[src/rtl/mix_add_round_seq.sv]
// Column-serial AES MixColumns + AddRoundKey stage: one 32-bit column per cycle,
// valid/ready handshakes on both sides, MixColumns bypass for the final round.
module mix_add_round_seq #(
  parameter bit ADD_KEY = 1'b1
) (
  input  logic         clk,
  input  logic         rst,
  input  logic         in_valid,
  output logic         in_ready,
  input  logic [127:0] in_state,
  input  logic [127:0] in_key,
  input  logic         in_last,
  output logic         out_valid,
  input  logic         out_ready,
  output logic [127:0] out_state,
  output logic         busy
);

  // state    | meaning
  // ST_IDLE  | waiting for a block, in_ready high
  // ST_MIX   | processing column r_col (0..3), one per cycle
  // ST_DONE  | result held on out_state until out_ready
  typedef enum logic [1:0] {
    ST_IDLE = 2'd0,
    ST_MIX  = 2'd1,
    ST_DONE = 2'd2
  } state_t;

  state_t       r_fsm;
  logic [1:0]   r_col;
  logic [127:0] r_state;
  logic [127:0] r_key;
  logic         r_last;
  logic [127:0] r_out_state;
  logic         r_out_valid;
  logic         r_busy;

  logic         w_accept;
  logic [31:0]  w_col_a;
  logic [31:0]  w_col_k;
  logic [31:0]  w_col_m;
  logic [31:0]  w_col_r;

  function automatic logic [7:0] xtime(input logic [7:0] x);
    return {x[6:0], 1'b0} ^ (x[7] ? 8'h1B : 8'h00);
  endfunction

  function automatic logic [31:0] mix_col(input logic [31:0] a);
    logic [7:0] a0, a1, a2, a3;
    logic [7:0] b0, b1, b2, b3;
    a0 = a[31:24];
    a1 = a[23:16];
    a2 = a[15:8];
    a3 = a[7:0];
    // 3x = 2x ^ x
    b0 = xtime(a0) ^ xtime(a1) ^ a1 ^ a2 ^ a3;
    b1 = a0 ^ xtime(a1) ^ xtime(a2) ^ a2 ^ a3;
    b2 = a0 ^ a1 ^ xtime(a2) ^ xtime(a3) ^ a3;
    b3 = xtime(a0) ^ a0 ^ a1 ^ a2 ^ xtime(a3);
    return {b0, b1, b2, b3};
  endfunction

  assign in_ready  = !rst && ((r_fsm == ST_IDLE) || ((r_fsm == ST_DONE) && out_ready));
  assign w_accept  = in_valid && in_ready;
  assign out_state = r_out_state;
  assign out_valid = r_out_valid;
  assign busy      = r_busy;

  always_comb begin
    w_col_a = r_state[127:96];
    w_col_k = r_key[127:96];
    case (r_col)
      2'd0: begin w_col_a = r_state[127:96]; w_col_k = r_key[127:96]; end
      2'd1: begin w_col_a = r_state[95:64];  w_col_k = r_key[95:64];  end
      2'd2: begin w_col_a = r_state[63:32];  w_col_k = r_key[63:32];  end
      default: begin w_col_a = r_state[31:0]; w_col_k = r_key[31:0]; end
    endcase
  end

  assign w_col_m = r_last ? w_col_a : mix_col(w_col_a);
  assign w_col_r = ADD_KEY ? (w_col_m ^ w_col_k) : w_col_m;

  always_ff @(posedge clk or posedge rst) begin
    if (rst) begin
      r_fsm       <= ST_IDLE;
      r_col       <= 2'd0;
      r_state     <= '0;
      r_key       <= '0;
      r_last      <= 1'b0;
      r_out_state <= '0;
      r_out_valid <= 1'b0;
      r_busy      <= 1'b0;
    end else begin
      case (r_fsm)
        ST_IDLE: begin
          if (w_accept) begin
            r_state <= in_state;
            r_key   <= in_key;
            r_last  <= in_last;
            r_col   <= 2'd0;
            r_fsm   <= ST_MIX;
            r_busy  <= 1'b1;
          end
        end
        ST_MIX: begin
          case (r_col)
            2'd0:    r_out_state[127:96] <= w_col_r;
            2'd1:    r_out_state[95:64]  <= w_col_r;
            2'd2:    r_out_state[63:32]  <= w_col_r;
            default: r_out_state[31:0]   <= w_col_r;
          endcase
          r_col <= r_col + 2'd1;
          if (r_col == 2'd3) begin
            r_fsm       <= ST_DONE;
            r_out_valid <= 1'b1;
          end
        end
        ST_DONE: begin
          // Retire and accept on the same edge so back-to-back blocks see no bubble.
          if (w_accept) begin
            r_state     <= in_state;
            r_key       <= in_key;
            r_last      <= in_last;
            r_col       <= 2'd0;
            r_fsm       <= ST_MIX;
            r_out_valid <= 1'b0;
          end else if (out_ready) begin
            r_fsm       <= ST_IDLE;
            r_out_valid <= 1'b0;
            r_busy      <= 1'b0;
          end
        end
        default: begin
          r_fsm       <= ST_IDLE;
          r_out_valid <= 1'b0;
          r_busy      <= 1'b0;
        end
      endcase
    end
  end

endmodule

[config.mk]
export PLATFORM = sky130hd
export DESIGN_NAME = mix_add_round_seq
export DESIGN_NICKNAME = d
export VERILOG_FILES = /design/src/rtl/mix_add_round_seq.sv
export SDC_FILE = /design/constraint.sdc
export NUM_CORES = 1
export LEC_CHECK = 0
export CORE_MARGIN = 5
export CORE_UTILIZATION = 52
export DETAILED_ROUTE_END_ITERATION = 10
export GPL_TIMING_DRIVEN = 0
export PLACE_DENSITY = 0.81
export SLEW_MARGIN = 20
export SYNTH_ARGS = -nofsm -noshare
export SYNTH_HDL_FRONTEND = slang
export SYNTH_SLANG_ARGS = --single-unit
[constraint.sdc]
create_clock -name clk -period 13.2 [get_ports clk]
set_clock_uncertainty 0.1 [all_clocks]
set_input_delay 1.32 -clock clk [delete_from_list [all_inputs] [get_ports clk]]
set_output_delay 1.32 -clock clk [all_outputs]
set_load 0.1 [all_outputs]
==> flow_summary.json, run 1 <==
{
  "worstHoldPathType": "reg2reg",
  "clockRootBuffer": "clkbuf_16",
  "cts_tree": "done",
  "status": "completed",
  "dpl.hpwl_mm": 53.3,
  "firstDrtPassIters": 9,
  "ys_seq_elements": 391,
  "rsz0062_at_grt": "no",
  "grt_pass1_vias": 17937,
  "multi_input_comb_area_mm2": 0.00856,
  "cts_hold_buf": 0,
  "grt_usage_pct": 33.3,
  "async_flop_share_pct": 100,
  "criticalPathCategory": "in2out",
  "syn_area_mm2": 0.0190,
  "ant_nets": 0,
  "synth-seq-area-share_pct": 51.6,
  "clock_latency_ns": 0.54,
  "place.gp.congestion": 1.00,
  "drive_above_1_share_pct": 4.10,
  "fillCellCount": 2810,
  "grt_start_max_net_pins": 115,
  "layout_setup_ws_ns": 7.95,
  "critPathLaunch": "out_ready",
  "register_area_mm2": 0.00978,
  "grt-ovfl-total": 0,
  "area_growth_pct": 31.7,
  "avgViaCountPerCell": 5.82,
  "cts.sinks": 391,
  "dieArea_mm2": 0.0404,
  "ios": 392,
  "setup_viol": 0,
  "relSlewSlack_pct": 16.3,
  "finalHoldViolations": 0,
  "finalWirelength_mm": 69.5,
  "synth.net_count": 2421,
  "fin_crit_ns": 5.25,
  "crit_path_end_kind": "output pin",
  "antenna_found_initial": 0,
  "start_util_pct": 52.2,
  "finalSetupTns_ns": 0,
  "port_buffers": 391,
  "die_w_um": 201,
  "nNetsFinal": 2869,
  "finalCritPeriodShare_pct": 39.8,
  "synth_ff_type": "dfrtp_1",
  "syn_avg_cell_area_um2": 8.80,
  "cts_buffers": 39,
  "start_kind": "primary input",
  "via_count": 18060,
  "ctsResizeCount": 0,
  "h-tree-depth": 2,
  "drv_cap": 0,
  "tightest_slew_ns": 1.26,
  "fmax_mhz": 191,
  "slew_viol_final": 0,
  "clockBufferDepth": 3,
  "post_drt_wl_per_cell_um": 22.4,
  "cp_max_fo": 3,
  "drc": 0,
  "grt_pass1_wl_mm": 105,
  "num_rows": 70,
  "coreArea_mm2": 0.0363,
  "n_antenna_cell": 0,
  "dp_slack_ns": 7.60,
  "crit_arrival_ns": 3.83,
  "yosysUniqueCellTypes": 49,
  "post_cts_buffers": 0,
  "critical_path_required_ns": 11.78,
  "synth_edf_count": 0,
  "dieHeight_um": 201,
  "clkTransAtPathRegs_ns": 0.06,
  "min-delay-start": "r_key[39]$_DFFE_PP0P_",
  "rr_startpoint": "r_col[0]$_DFFE_PP0P_",
  "drtIter0Drc": 2136,
  "synthCells": 2156,
  "yosysWarnings": 0
}
[flip-flops by register name, indices dropped and copies added, names as in the netlist]
register   cells
out_valid      1
r_state      128
r_col          2
r_fsm          2
busy           1
out_state    128
r_key        128
r_last         1
[worst max-delay path: stages]
cell             delay [ns]
clkdlybuf4s50_1        0.49
nand2b_1               0.12
nor3b_2                0.61
clkdlybuf4s50_1        1.28
[metrics by stage]
stage / utilization (%) / hold slack [ns] / instance area [µm²] / cells
after floorplan: - / 0.340 / 19000 / 2156
after global placement: 64.6 / 0.357 / 23500 / 3015
after detailed placement: 65.0 / 0.363 / 23600 / 3029
after CTS: 68.7 / 0.376 / 25000 / 3100
after global routing: 68.7 / 0.398 / 25000 / 3102
final: 68.7 / 0.379 / 25000 / 3102
[per-layer routing]
| metal | part of all wire [%] | global-route usage, % | vias up |
|---|---|---|---|
| met5 | 0 | 0 | - |
| met4 | 4.0 | 11.7 | 0 |
| met2 | 47 | 54.9 | 1117 |
| met3 | 11 | 6.14 | 174 |
| met1 | 38 | 44.8 | 8820 |
| li1 | - | - | 7949 |
[cell usage in the layout, fill, tap and decap left out, types with 5 or more instances in the layout]
cell type,netlist,final
nand2_1,930,930
dfrtp_1,391,391
clkdlybuf4s50_1,0,391
o21ai_0,144,144
clkbuf_1,120,128
xnor2_1,95,95
nor2_1,76,76
a21oi_1,76,76
a222oi_1,64,64
xor2_1,53,53
clkbuf_16,0,41
mux2i_1,27,27
xnor3_1,21,21
buf_1,20,20
nor2b_1,19,19
o21ai_1,19,19
buf_2,7,17
and2_1,9,9
clkinv_2,0,9
o211ai_1,7,7
inv_1,8,7
clkbuf_8,0,7
mux2_2,5,5
xor3_1,5,5
o21a_1,5,5
a31oi_1,5,5
[worst paths after layout]
| check | endpoint | slack, ns | cells past startpoint |
|---|---|---|---|
| worst max-delay path | in_ready | 7.95 | 4 |
| worst min-delay path | r_key[39]$_DFFE_PP0P_ | 0.38 | 2 |
| worst max register to register | out_state[78]$_DFFE_PP0P_ | 8.20 | 12 |
| worst min register to register | r_key[39]$_DFFE_PP0P_ | 0.38 | 2 |
| max in group asynchronous | r_state[110]$_DFFE_PP0P_ | 10.33 | 5 |
| min in group asynchronous | out_state[16]$_DFFE_PP0P_ | 1.17 | 2 |
[logic make-up (layout without fill, tap and decap cells)]
group	count (synthesis)	in the layout	synth area share, %
DFF	391	391	51.6
adders and majority gates	4	4	0.264
AOI/OAI and AO/OA	345	345	11.5
muxes	34	34	1.96
and+or+nand+nor	1049	1049	21.3
xor gates and xnor gates	175	175	10.0
buffers and inverters	158	636	3.29
[layout make-up]
class / count / area share, %
inverter: 8 / 0.150
tap: 468 / 2.34
timing repair buffer: 407 / 16.4
multi-input combinational: 1607 / 34.3
buffer: 150 / 2.38
clock buffer: 56 / 4.61
sequential: 391 / 39.2
clock inverter: 15 / 0.701
[Yosys cell counts, drive strengths merged (10+ instances only)]
| cell type | n | area [µm²] |
|---|---|---|
| and2 | 10 | 62.6 |
| buf | 30 | 144 |
| o21ai | 164 | 825 |
| xnor2 | 96 | 848 |
| nor2b | 19 | 119 |
| a222oi | 64 | 641 |
| xor2 | 53 | 464 |
| nand2 | 930 | 3490 |
| nor2 | 76 | 285 |
| clkbuf | 120 | 450 |
| a21oi | 78 | 398 |
| mux2i | 29 | 315 |
| dfrtp | 391 | 9780 |
| xnor3 | 21 | 473 |
Power of run 1 is not shown: default switching activity piles up to over one toggle a cycle in this logic, so the estimate is an artifact.
==> run 2: changes to the inputs <==
- clock period: 13.2 -> 4.9 ns (I/O delays scaled with it)
==> run 2 against run 1 <==
Routed wire length up 1.4%. Register-to-register slack worse by 8.0 ns. Critical endpoint is now out_state[118]$_DFFE_PP0P_. Design area increased by 1.1%. Non-clock buffer count increased by 12. Sequential share of layout area fell by 0.42 points. Cell count rose by 0.39%. Flip-flop and latch count is the same. Die area is the same. Worst setup slack worse by 7.8 ns. Global-route usage up 0.46 points.
==> flow_summary.json, run 2 (synthesis results as in run 1) <==
{
  "path_cells": "inv_1 -> ha_1 -> buf_2 -> buf_1 -> buf_1 -> a222oi_1 -> a21oi_1 -> xor2_1 -> xnor2_1 -> xnor2_1 -> a21oi_1 -> o21ai_0",
  "busiest_layer": "met2",
  "setup_viol": 0,
  "crit_path_end_kind": "flip-flop",
  "register_area_mm2": 0.00978,
  "finalHoldViolations": 0,
  "placed_cells": 3041,
  "use_met2_pct": 54.8,
  "area_growth_pct": 33.1,
  "cp_max_fo": 10,
  "clkTransAtPathRegs_ns": 0.06,
  "clock_latency_ns": 0.54,
  "avgViaCountPerCell": 5.81,
  "finalCritPeriodShare_pct": 96.6,
  "multi_input_comb_area_mm2": 0.00856,
  "start_kind": "flip-flop",
  "place_area_mm2": 0.0238,
  "dieHeight_um": 201,
  "nNetsFinal": 2881,
  "port_buffers": 391,
  "ios": 392,
  "cp_slowest_cell": "buf_1",
  "grt_pass1_vias": 18296,
  "drive_above_1_share_pct": 4.61,
  "grt_start_max_net_pins": 37,
  "cts_tree": "done",
  "ant_nets": 0,
  "layout_commonest_cell": "nand2_1",
  "grt_pass1_wl_mm": 107,
  "via_count": 18085,
  "slew_viol_final": 0,
  "layout_setup_ws_ns": 0.167,
  "coreArea_mm2": 0.0363,
  "drc": 0,
  "crit_path_max_incr_delay_ns": 0.69,
  "met3_usage_pct": 6.93,
  "rsz0062_at_grt": "no",
  "grt-ovfl-total": 0,
  "die_w_um": 201,
  "post_drt_wl_per_cell_um": 22.6,
  "fillCellCount": 2761,
  "drv_cap": 0,
  "start_util_pct": 52.2,
  "dieArea_mm2": 0.0404,
  "cts.sinks": 391,
  "crit_arrival_ns": 5.02,
  "design_area_mm2": 0.0253,
  "grt_usage_pct": 33.8,
  "antenna_found_initial": 1,
  "final_cells": 3114,
  "fmax_mhz": 211,
  "clockRootBuffer": "clkbuf_16",
  "firstDrtPassIters": 9,
  "cts_hold_buf": 0,
  "dpl.hpwl_mm": 54.4,
  "num_rows": 70,
  "met1_usage_pct": 44.5,
  "h-tree-depth": 2,
  "tightest_slew_ns": 1.17,
  "worstHoldPathType": "in2async",
  "layout_common_cells": "nand2_1 (930), dfrtp_1 (391), clkdlybuf4s50_1 (391)",
  "place.gp.congestion": 1.02,
  "dp_slack_ns": -0.0431,
  "fin_crit_ns": 4.73,
  "n_antenna_cell": 0,
  "path_buf_inv": 4,
  "status": "completed",
  "path_delay_family": "buffers and inverters",
  "relSlewSlack_pct": 22.1,
  "finalWirelength_mm": 70.4,
  "drtIter0Drc": 1874,
  "cts_buffers": 39,
  "clockBufferDepth": 3,
  "critical_path_required_ns": 5.19,
  "criticalPathCategory": "reg2reg"
}
-- run 2: changes by cell type in the layout (fill, tap and decap cells not counted), moves of 2 or more --
cell        before  now
inv_8            2    0
buf_16           4    2
clkinvlp_4       0    2
clkinv_2         9    4
clkbuf_1       128  126
buf_12           0   11
bufinv_16        3    6
clkbuf_2         0    4
-- run 2: path summary, 6_finish.rpt --
check                      cells after the start                    endpoint  slack (ns)                  start
max in group asynchronous                      6     r_state[17]$_DFFE_PP0P_        3.09                    rst
min in group clk                               3      r_key[104]$_DFFE_PP0P_        0.37            in_key[104]
max reg2reg                                   12  out_state[118]$_DFFE_PP0P_        0.17   r_col[0]$_DFFE_PP0P_
min reg2reg                                    2       r_key[41]$_DFFE_PP0P_        0.37  r_key[41]$_DFFE_PP0P_
min                                            2   out_state[52]$_DFFE_PP0P_        0.32                    rst
max                                           12  out_state[118]$_DFFE_PP0P_        0.17   r_col[0]$_DFFE_PP0P_
-- run 2: cell type report --
type                    count  share of cell area (%)
flip-flops and latches    391                    38.7
multi-input cells        1607                    33.9
repair buffers            419                    16.9
clock buffers              58                    4.63
plain buffers             150                    2.37
well taps                 468                    2.32
clock inverters            13                   0.936
inverters                   8                   0.134
-- run 2: worst register-to-register path: stages (launching register included) --
cell      delay (ns)
dfrtp_1         0.46
inv_1           0.13
ha_1            0.24
buf_2           0.26
buf_1           0.70
buf_1           0.56
a222oi_1        0.32
a21oi_1         0.61
xor2_1          0.17
xnor2_1         0.25
xnor2_1         0.09
a21oi_1         0.51
o21ai_0         0.19
-- run 2: per-stage QoR --
step,TNS (ns),utilization (%),hold WS (ns)
2_1_floorplan,-371.40,-,0.340
3_3_place_gp,-1185.14,64.6,0.358
3_5_place_dp,-0.115,65.5,0.362
4_1_cts,0,69.4,0.313
5_1_grt,0,69.5,0.365
6_report,0,69.5,0.323
-- run 2: metal layers --
layer,vias to the layer above,wire (µm)
met1,8824,27100
met5,-,13
met3,206,6990
met4,2,3370
met2,1086,33000
li1,7967,-
-- run 2: repair_timing --
item / 4_1_cts / 5_1_grt
pin swaps: 0 / 0
buffers inserted: 0 / 0
endpoints found under the setup margin: 4 / 39
gates resized for setup: 1 / 5
Power of run 2 is left out for the same reason.
==> run 3: changes to the inputs <==
- HOLD_SLACK_MARGIN: not set -> 0.03
- SLEW_MARGIN: 20 -> 0
==> run 3 against run 2 <==
First-iteration DRC count increased by 14%. Routed wire length fell by 0.12%. Clock-buffer cell count is 1 lower. Cell count fell by 0.35%. Maximum frequency down 1.2%. Critical path type unchanged.
==> flow_summary.json, run 3 (synthesis results as in run 1) <==
{
  "die_w_um": 201,
  "drtIter0Drc": 2133,
  "firstDrtPassIters": 10,
  "fmax_mhz": 209,
  "drc": 0,
  "finalWirelength_mm": 70.3,
  "clkTransAtPathRegs_ns": 0.07,
  "cts_buffers": 39,
  "clock_latency_ns": 0.54,
  "final_util_pct": 69.0,
  "start_util_pct": 52.2,
  "coreArea_mm2": 0.0363,
  "cp_slowest_cell": "xnor2_1",
  "criticalPathCategory": "reg2reg",
  "ios": 392,
  "dieArea_mm2": 0.0404,
  "dieHeight_um": 201,
  "path_buf_inv": 7,
  "layout_commonest_cell": "nand2_1",
  "clockRootBuffer": "clkbuf_16",
  "place.gp.congestion": 1.02,
  "timing.rr.end": "out_state[95]$_DFFE_PP0P_",
  "grt_pass1_wl_mm": 107,
  "clockBufferDepth": 3,
  "multi_input_comb_area_mm2": 0.00856,
  "cpMostUsedCell": "clkbuf_1",
  "finalSetupTns_ns": 0,
  "grt_usage_pct": 33.9,
  "dpl.hpwl_mm": 54.0,
  "finalCritPeriodShare_pct": 97.8,
  "crit_path_end_kind": "flip-flop",
  "path_cells": "ha_1 -> clkbuf_1 -> inv_1 -> buf_2 -> buf_2 -> clkbuf_1 -> buf_1 -> clkbuf_1 -> a21oi_1 -> xnor2_1 -> o21ai_0",
  "avgViaCountPerCell": 5.82,
  "rsz0062_at_grt": "no",
  "num_rows": 70,
  "layout_common_cells": "nand2_1 (930), dfrtp_1 (391), clkdlybuf4s50_1 (391)",
  "fin_crit_ns": 4.79,
  "cts_hold_buf": 0,
  "fillCellCount": 2768,
  "drv_cap": 0,
  "area_growth_pct": 32.1,
  "crit_path_max_incr_delay_ns": 0.65,
  "worstHoldPathType": "in2async",
  "rr_worst_depth": 11,
  "grt-ovfl-total": 0,
  "post_drt_wl_per_cell_um": 22.7,
  "setup_viol": 0,
  "rr_startpoint": "r_col[0]$_DFFE_PP0P_",
  "cts_tree": "done",
  "cts.sinks": 391,
  "ant_nets": 0,
  "critical_path_required_ns": 5.18,
  "register_area_mm2": 0.00978,
  "r2r_slack_ns": 0.11,
  "grt_pass1_vias": 18406,
  "nNetsFinal": 2870,
  "relSlewSlack_pct": 1.02,
  "port_buffers": 391,
  "finalHoldViolations": 0,
  "crit_arrival_ns": 5.07,
  "via_count": 18069,
  "status": "completed",
  "antenna_found_initial": 1,
  "grt_start_max_net_pins": 47,
  "slew_viol_final": 0,
  "tightest_slew_ns": 1.48,
  "h-tree-depth": 2,
  "path_delay_family": "buffers and inverters",
  "drive_above_1_share_pct": 4.18,
  "cp_max_fo": 10,
  "start_kind": "flip-flop"
}
==> run 3: worst max-delay path by stage <==
stage | startpoint | endpoint | slack, ns | cells after the start
after global placement | rst | r_state[106]$_DFFE_PP0P_ | -3.08 | 2
final | r_col[0]$_DFFE_PP0P_ | out_state[95]$_DFFE_PP0P_ | 0.11 | 11
after detailed placement | r_col[0]$_DFFE_PP0P_ | out_state[95]$_DFFE_PP0P_ | -0.04 | 11
after floorplan | rst | busy$_DFFE_PP0P_ | -0.95 | 1
after global routing | r_col[0]$_DFFE_PP0P_ | out_state[95]$_DFFE_PP0P_ | 0.02 | 11
after CTS | r_col[0]$_DFFE_PP0P_ | out_state[95]$_DFFE_PP0P_ | 0.01 | 12
==> run 3: through the flow <==
step           worst slack, ns  instance area (µm²)  hold slack [ns]  instances
3_3_place_gp             -3.08                23500            0.358       3015
5_1_grt                 0.0230                25100            0.389       3102
4_1_cts                 0.0107                25000            0.349       3097
2_1_floorplan           -0.950                19000            0.340       2156
6_report                 0.108                25100            0.347       3103
3_5_place_dp           -0.0440                23700            0.362       3027
==> run 3: final cells by class <==
| type | count | share of cell area, % |
|---|---|---|
| antenna | 1 | 0.00998 |
| buffer | 150 | 2.39 |
| clock buffer | 57 | 4.61 |
| clock inverter | 13 | 0.764 |
| inverter | 8 | 0.135 |
| multi-input combinational | 1607 | 34.2 |
| sequential | 391 | 39.0 |
| tap | 468 | 2.34 |
| timing repair buffer | 408 | 16.6 |
==> run 3: metal layers <==
| metal | part of all wire [%] | track usage (%) | vias to the layer above |
|---|---|---|---|
| met5 | 0 | 0 | - |
| met4 | 4.3 | 14.2 | 0 |
| met3 | 11 | 7.21 | 175 |
| met2 | 47 | 55.1 | 1113 |
| met1 | 38 | 44.5 | 8824 |
| li1 | - | - | 7957 |
==> run 3: what timing repair did <==
item                                    CTS  global route
pin swaps                                 0             3
setup buffers                             0             5
resized for setup                         1             5
endpoints found under the setup margin    4            43
Power of run 3 is left out for the same reason.
